[config.mk]
export PLATFORM = sky130hd
export DESIGN_NAME = multicycle_ctrl
export DESIGN_NICKNAME = d
export VERILOG_FILES = /design/src/rtl/multicycle_pkg.sv /design/src/rtl/alu_decoder.sv /design/src/rtl/multicycle_ctrl.sv
export SDC_FILE = /design/constraint.sdc
export NUM_CORES = 1
export LEC_CHECK = 0
export ABC_AREA = 1
export CAP_MARGIN = 25
export CORE_UTILIZATION = 41
export DETAILED_ROUTE_END_ITERATION = 10
export GPL_TIMING_DRIVEN = 0
export PLACE_DENSITY = 0.86
export SLEW_MARGIN = 20
export SYNTH_ARGS = -nofsm -noshare
export SYNTH_HDL_FRONTEND = slang
export SYNTH_SLANG_ARGS = --single-unit
[constraint.sdc]
create_clock -name clk -period 1.9 [get_ports clk]
set_input_delay 0.38 -clock clk [delete_from_list [all_inputs] [get_ports clk]]
set_output_delay 0.38 -clock clk [all_outputs]
set_load 0.03 [all_outputs]
[src/rtl/multicycle_pkg.sv]
// Shared encodings for the multicycle RV32I controller: states, opcodes,
// ALU operation codes and datapath select values.
package multicycle_pkg;

    typedef enum logic [3:0] {
        S_FETCH    = 4'd0,
        S_DECODE   = 4'd1,
        S_MEMADR   = 4'd2,
        S_MEMREAD  = 4'd3,
        S_MEMWB    = 4'd4,
        S_MEMWRITE = 4'd5,
        S_EXECR    = 4'd6,
        S_EXECI    = 4'd7,
        S_ALUWB    = 4'd8,
        S_BEQ      = 4'd9,
        S_JAL      = 4'd10,
        S_ERROR    = 4'd11
    } state_t;

    localparam logic [6:0] OP_LW  = 7'b0000011;
    localparam logic [6:0] OP_SW  = 7'b0100011;
    localparam logic [6:0] OP_R   = 7'b0110011;
    localparam logic [6:0] OP_I   = 7'b0010011;
    localparam logic [6:0] OP_BEQ = 7'b1100011;
    localparam logic [6:0] OP_JAL = 7'b1101111;

    localparam logic [2:0] ALU_ADD = 3'b000;
    localparam logic [2:0] ALU_SUB = 3'b001;
    localparam logic [2:0] ALU_AND = 3'b010;
    localparam logic [2:0] ALU_OR  = 3'b011;
    localparam logic [2:0] ALU_SLT = 3'b101;

    // Coarse operation requested by the FSM; the decoder refines it.
    localparam logic [1:0] ALUOP_ADD   = 2'b00;
    localparam logic [1:0] ALUOP_SUB   = 2'b01;
    localparam logic [1:0] ALUOP_FUNCT = 2'b10;

    localparam logic [1:0] IMM_I = 2'b00;
    localparam logic [1:0] IMM_S = 2'b01;
    localparam logic [1:0] IMM_B = 2'b10;
    localparam logic [1:0] IMM_J = 2'b11;

    localparam logic [1:0] RES_ALUOUT = 2'b00;
    localparam logic [1:0] RES_DATA   = 2'b01;
    localparam logic [1:0] RES_ALU    = 2'b10;

    localparam logic [1:0] SRCA_PC    = 2'b00;
    localparam logic [1:0] SRCA_OLDPC = 2'b01;
    localparam logic [1:0] SRCA_RD1   = 2'b10;

    localparam logic [1:0] SRCB_RD2  = 2'b00;
    localparam logic [1:0] SRCB_IMM  = 2'b01;
    localparam logic [1:0] SRCB_FOUR = 2'b10;

    function automatic logic is_mem_state(input state_t s);
        return (s == S_FETCH) || (s == S_MEMREAD) || (s == S_MEMWRITE);
    endfunction

endpackage

[src/rtl/alu_decoder.sv]
// Combinational ALU operation decode shared by EXECR, EXECI and BEQ.
module alu_decoder
    import multicycle_pkg::*;
(
    input  logic [1:0] alu_op,
    input  logic [2:0] funct3,
    input  logic       funct7,
    input  logic       op5,
    output logic [2:0] alu_control
);

    always_comb begin
        alu_control = ALU_ADD;
        case (alu_op)
            ALUOP_SUB: alu_control = ALU_SUB;
            ALUOP_FUNCT: begin
                case (funct3)
                    // op5 separates R-type from immediate forms: addi never subtracts
                    3'b000:  alu_control = (op5 && funct7) ? ALU_SUB : ALU_ADD;
                    3'b010:  alu_control = ALU_SLT;
                    3'b110:  alu_control = ALU_OR;
                    3'b111:  alu_control = ALU_AND;
                    default: alu_control = ALU_ADD;
                endcase
            end
            default: alu_control = ALU_ADD;
        endcase
    end

endmodule

[src/rtl/multicycle_ctrl.sv]
// Moore FSM sequencing a shared-ALU, shared-memory multicycle RV32I datapath,
// with a bounded wait on the memory ready handshake.
module multicycle_ctrl
    import multicycle_pkg::*;
#(
    parameter int MEM_WAIT_MAX = 15
) (
    input  logic       clk,
    input  logic       rst,
    input  logic [6:0] Op,
    input  logic [2:0] funct3,
    input  logic       funct7,
    input  logic       Z,
    input  logic       mem_ready,
    output logic       PCWrite,
    output logic       AdrSrc,
    output logic       Memwrite,
    output logic       IRWrite,
    output logic [1:0] ResultSrc,
    output logic [1:0] ALUSrcA,
    output logic [1:0] ALUSrcB,
    output logic [2:0] ALUControl,
    output logic       Regwrite,
    output logic [1:0] ImmSrc,
    output logic       illegal_instr,
    output logic       mem_err,
    output logic [3:0] state_o
);

    localparam logic [7:0] WAIT_LIMIT = 8'(MEM_WAIT_MAX - 1);

    state_t     state_reg, state_next;
    logic [7:0] wait_cnt_reg, wait_cnt_next;
    logic       mem_err_reg, mem_err_next;
    state_t     cur;
    logic [1:0] alu_op;
    logic       mem_wait, timeout;

    // While rst is high the outputs present FETCH values regardless of state.
    assign cur     = rst ? S_FETCH : state_reg;
    assign state_o = cur;
    assign mem_err = mem_err_reg;

    alu_decoder u_alu_decoder (
        .alu_op      (alu_op),
        .funct3      (funct3),
        .funct7      (funct7),
        .op5         (Op[5]),
        .alu_control (ALUControl)
    );

    always_ff @(posedge clk) begin
        if (rst) begin
            state_reg    <= S_FETCH;
            wait_cnt_reg <= '0;
            mem_err_reg  <= 1'b0;
        end else begin
            state_reg    <= state_next;
            wait_cnt_reg <= wait_cnt_next;
            mem_err_reg  <= mem_err_next;
        end
    end

    always_comb begin
        mem_wait      = is_mem_state(cur) && !mem_ready;
        timeout       = mem_wait && (wait_cnt_reg == WAIT_LIMIT);
        wait_cnt_next = (mem_wait && !timeout) ? wait_cnt_reg + 8'd1 : 8'd0;
        mem_err_next  = mem_err_reg | timeout;
    end

    always_comb begin
        state_next    = cur;
        PCWrite       = 1'b0;
        AdrSrc        = 1'b0;
        Memwrite      = 1'b0;
        IRWrite       = 1'b0;
        Regwrite      = 1'b0;
        ResultSrc     = RES_ALUOUT;
        ALUSrcA       = SRCA_PC;
        ALUSrcB       = SRCB_RD2;
        ImmSrc        = IMM_I;
        alu_op        = ALUOP_ADD;
        illegal_instr = 1'b0;

        case (cur)
            S_FETCH: begin
                ALUSrcB   = SRCB_FOUR;
                ResultSrc = RES_ALU;
                if (mem_ready) begin
                    IRWrite    = 1'b1;
                    PCWrite    = 1'b1;
                    state_next = S_DECODE;
                end
            end
            S_DECODE: begin
                // Branch target is precomputed here into ALUOut
                ALUSrcA = SRCA_OLDPC;
                ALUSrcB = SRCB_IMM;
                ImmSrc  = IMM_B;
                case (Op)
                    OP_LW, OP_SW: state_next = S_MEMADR;
                    OP_R:         state_next = S_EXECR;
                    OP_I:         state_next = S_EXECI;
                    OP_BEQ:       state_next = S_BEQ;
                    OP_JAL:       state_next = S_JAL;
                    default: begin
                        illegal_instr = 1'b1;
                        state_next    = S_FETCH;
                    end
                endcase
            end
            S_MEMADR: begin
                ALUSrcA    = SRCA_RD1;
                ALUSrcB    = SRCB_IMM;
                ImmSrc     = (Op == OP_SW) ? IMM_S : IMM_I;
                state_next = (Op == OP_SW) ? S_MEMWRITE : S_MEMREAD;
            end
            S_MEMREAD: begin
                AdrSrc = 1'b1;
                if (mem_ready) state_next = S_MEMWB;
            end
            S_MEMWB: begin
                ResultSrc  = RES_DATA;
                Regwrite   = 1'b1;
                state_next = S_FETCH;
            end
            S_MEMWRITE: begin
                AdrSrc   = 1'b1;
                Memwrite = 1'b1;
                if (mem_ready) state_next = S_FETCH;
            end
            S_EXECR: begin
                ALUSrcA    = SRCA_RD1;
                ALUSrcB    = SRCB_RD2;
                alu_op     = ALUOP_FUNCT;
                state_next = S_ALUWB;
            end
            S_EXECI: begin
                ALUSrcA    = SRCA_RD1;
                ALUSrcB    = SRCB_IMM;
                ImmSrc     = IMM_I;
                alu_op     = ALUOP_FUNCT;
                state_next = S_ALUWB;
            end
            S_ALUWB: begin
                Regwrite   = 1'b1;
                state_next = S_FETCH;
            end
            S_BEQ: begin
                ALUSrcA    = SRCA_RD1;
                ALUSrcB    = SRCB_RD2;
                alu_op     = ALUOP_SUB;
                PCWrite    = Z;
                state_next = S_FETCH;
            end
            S_JAL: begin
                // PC takes the target from ALUOut while the ALU forms OldPC+4
                ALUSrcA    = SRCA_OLDPC;
                ALUSrcB    = SRCB_FOUR;
                PCWrite    = 1'b1;
                state_next = S_ALUWB;
            end
            S_ERROR: state_next = S_ERROR;
            default: state_next = S_FETCH;
        endcase

        if (timeout) state_next = S_ERROR;

        if (rst) begin
            PCWrite       = 1'b0;
            IRWrite       = 1'b0;
            Memwrite      = 1'b0;
            Regwrite      = 1'b0;
            illegal_instr = 1'b0;
        end
    end

endmodule

==> flow_summary.ini <==
[outcome]
status = complete, but fails checks
violations = negative setup slack

[clocking]
clk-insertion-delay-late_ns = 0.28
cts_buffer_depth = 2
cts.clk_slew.worst_paths_ns = 0.08
cts_tree = yes
cts-root-buf = clkbuf_4
cts_max_level = 1
cts.sinks = 13
cts-buffers-inserted = 3

[yosys]
synth_top_area_share_pct = 23.96
netlist_area_mm2 = 0.001086
yosys.area_share.simple_pct = 47.00
syn-instance-count = 180
synth-compound-area-share_pct = 7.488
synth_mux_area_share_pct = 0
synthTopCellsByArea = dfxtp_1, nand2_1, nor2_1, inv_1, nand3_1
ys_warn_count = 0
ys_seq_elements = 13
synth_top_family_by_area = simple AND/OR/NAND/NOR gates
synth_cell_types = 26
synth_edf_count = 0
ys.flop_type = dfxtp_1
seq_area_frac_synth_pct = 23.96
synth.largest_area_cell = dfxtp_1
synth.avg_cell_area_um2 = 6.034
async_flop_share_pct = 0
synth_fa_ha_area_share_pct = 4.608
synth-xor-area-share_pct = 4.839
synth_nets = 199

[timing]
maxSlewViolCount = 0
hold_ws_ns = 0.2840
rsz0062_at_grt = true
fin_ws_ns = -0.3297
worst_pin_slew_ns = 0.3691
finalHoldViolations = 0
setup_tns_ns = -1.187
fmax_ghz = 0.4485
timing.final.crit_share_pct = 117.4
setup_violations = 7
relSlewSlack_pct = 75.28
layout_min_cycle_time_ns = 2.230
finalClockSkew_ns = 0.005951

[min_path]
hold_class = in -> reg
min_from = rst
whs_endpoint = state_reg[1]$_SDFF_PP0_
min_path_cells = 2

[route]
totalWireLength_um = 3492
wire_per_inst_um = 12.84
avgViaCountPerCell = 5.007
antenna_left = 0
num_vias = 1362
drtIter0Drc = 39
first_pass_iters = 4
route.detailed.drc = 0

[global_routing]
grtUsageTotal_pct = 24.73
grt_pass1_wl_um = 5009
grt_overflow = 0
grt_pass1_vias = 1209
antenna_found_initial = 0
grt_max_degree = 9

[die]
die_h_um = 53.47
core_area_mm2 = 0.002500
die_width_um = 53.47
initial_utilization_pct = 43.44
dieArea_mm2 = 0.002859
pin_count = 37
std_cell_rows = 18

[cells_and_area]
fin_nets = 262
drive_above_1_share_pct = 41.32
syn_to_final_growth_pct = 70.85
fin_area_mm2 = 0.001856
fin_cells = 272
largest_reg_flops = 8
diodes = 0
fin_util_pct = 74.22

[power]
ir_drop_uv = 596.9
internal_power_mw = 0.4240
power_switching_mw = 0.1929
swShare_pct = 31.27
total_power_mw = 0.6170
seqPwrFrac_pct = 45.1
leakagePower_nw = 0.9104
p_clk_share_pct = 27.9
combinationalPowerShare_pct = 27.1
p_per_area_mw_per_mm2 = 332.5

[placed_design]
dp.cells = 246
place.port_buffers = 36
place_ws_ns = -1.563
hpwl_um = 2106
placed_area_mm2 = 0.001541
routabilityCongestion = 0.8806

[setup_path]
r2r_cells = 11
r2r_start = state_reg[1]$_SDFF_PP0_
r2r-end = wait_cnt_reg[3]$_SDFF_PP0_
path_class = reg -> out
r2r_setup_slack_ns = 0.47
cp-start-kind = flop
required_ns = 1.52
worstPathArrival_ns = 1.85
cp_max_fo = 4
worst_setup_path_end_kind = output pin

[run]
max-cap-violations = 0
cells in the mapped netlist, types with 2 or more instances:
master and instances:
nand3_2 2, dfxtp_1 13, ha_1 4, nor3_1 3
nand2_1 43, o211ai_1 2, nand3_1 12, nand2_2 6
inv_2 3, xor2_1 5, nor4_1 2, inv_1 29
nor2_1 30, nor2_2 8, o21ai_0 2, a21oi_1 6
power groups by stage:
stage / Sequential [mW] / Combinational (mW) / Clock (mW)
6_report: 0.278 / 0.167 / 0.172
5_1_grt: 0.279 / 0.179 / 0.196
4_1_cts: 0.279 / 0.157 / 0.177
3_5_place_dp: 0.287 / 0.141 / 0
3_3_place_gp: 0.287 / 0.139 / 0
2_1_floorplan: 0.287 / 0.0757 / 0
cells by family (layout without fill, tap and decap cells):
| family | Yosys count | after routing |
|---|---|---|
| buffers and inverters | 33 | 95 |
| DFF | 13 | 13 |
| adders and majority gates | 4 | 4 |
| xor gates and xnor gates | 6 | 6 |
| AOI/OAI and AO/OA | 14 | 14 |
| and+or+nand+nor | 110 | 110 |
per-layer routing:
metal	part of all wire [%]	wire length, µm	GRT usage, %
met5	0	0	0
met2	54	1896	46.88
met3	4.7	164	6.322
met1	39	1353	25.17
met4	2.2	77	9.649
worst max-delay path: stages (launching register included):
cell	delay, ns
dfxtp_4	0.38
inv_4	0.04
nor2_4	0.10
nand2_4	0.06
nor2_4	0.12
inv_2	0.07
ha_4	0.21
or2_4	0.27
nor4_4	0.15
buf_6	0.17
area by class of cell:
class	count	area, µm²
Buffer	1	11.26
Clock buffer	4	26.28
Fill cell	186	644.4
Inverter	32	135.1
Multi-Input combinational cell	134	870.8
Sequential cell	13	275.3
Tap cell	30	37.54
Timing Repair Buffer	58	499.2
worst max-delay path by stage:
stage | cells past startpoint | to | slack (ns) | from
3_3_place_gp | 11 | ALUControl[2] | -1.53 | rst
5_1_grt | 9 | ALUControl[2] | -0.42 | state_reg[2]$_SDFF_PP0_
2_1_floorplan | 8 | ALUControl[2] | -0.30 | state_reg[2]$_SDFF_PP0_
3_5_place_dp | 11 | ALUControl[2] | -1.56 | rst
6_report | 9 | ALUControl[2] | -0.33 | state_reg[2]$_SDFF_PP0_
4_1_cts | 9 | ALUControl[2] | -0.34 | state_reg[2]$_SDFF_PP0_
layout by cell type, fill, tap and decap left out, drive strengths merged:
master	n
nand2	49
nor2	39
inv	32
buf	31
nand3	15
dfxtp	13
clkbuf	10
dlygate4sd2	9
clkdlybuf4s50	7
a21oi	6
xor2	5
ha	4
o21ai	4
clkdlybuf4s15	3
nor3	3
o211ai	2
nor4	2
dlymetal6s2s	2
or2	1
a31oi	1
o22ai	1
xnor2	1
nand4	1
clkdlybuf4s18	1
what timing repair did:
action	CTS	global route
setup buffers	17	6
hold buffers	0	0
pin swaps	14	5
gates resized for setup	103	40
setup endpoints to repair	21	19
(Power assumes the default switching activity.)
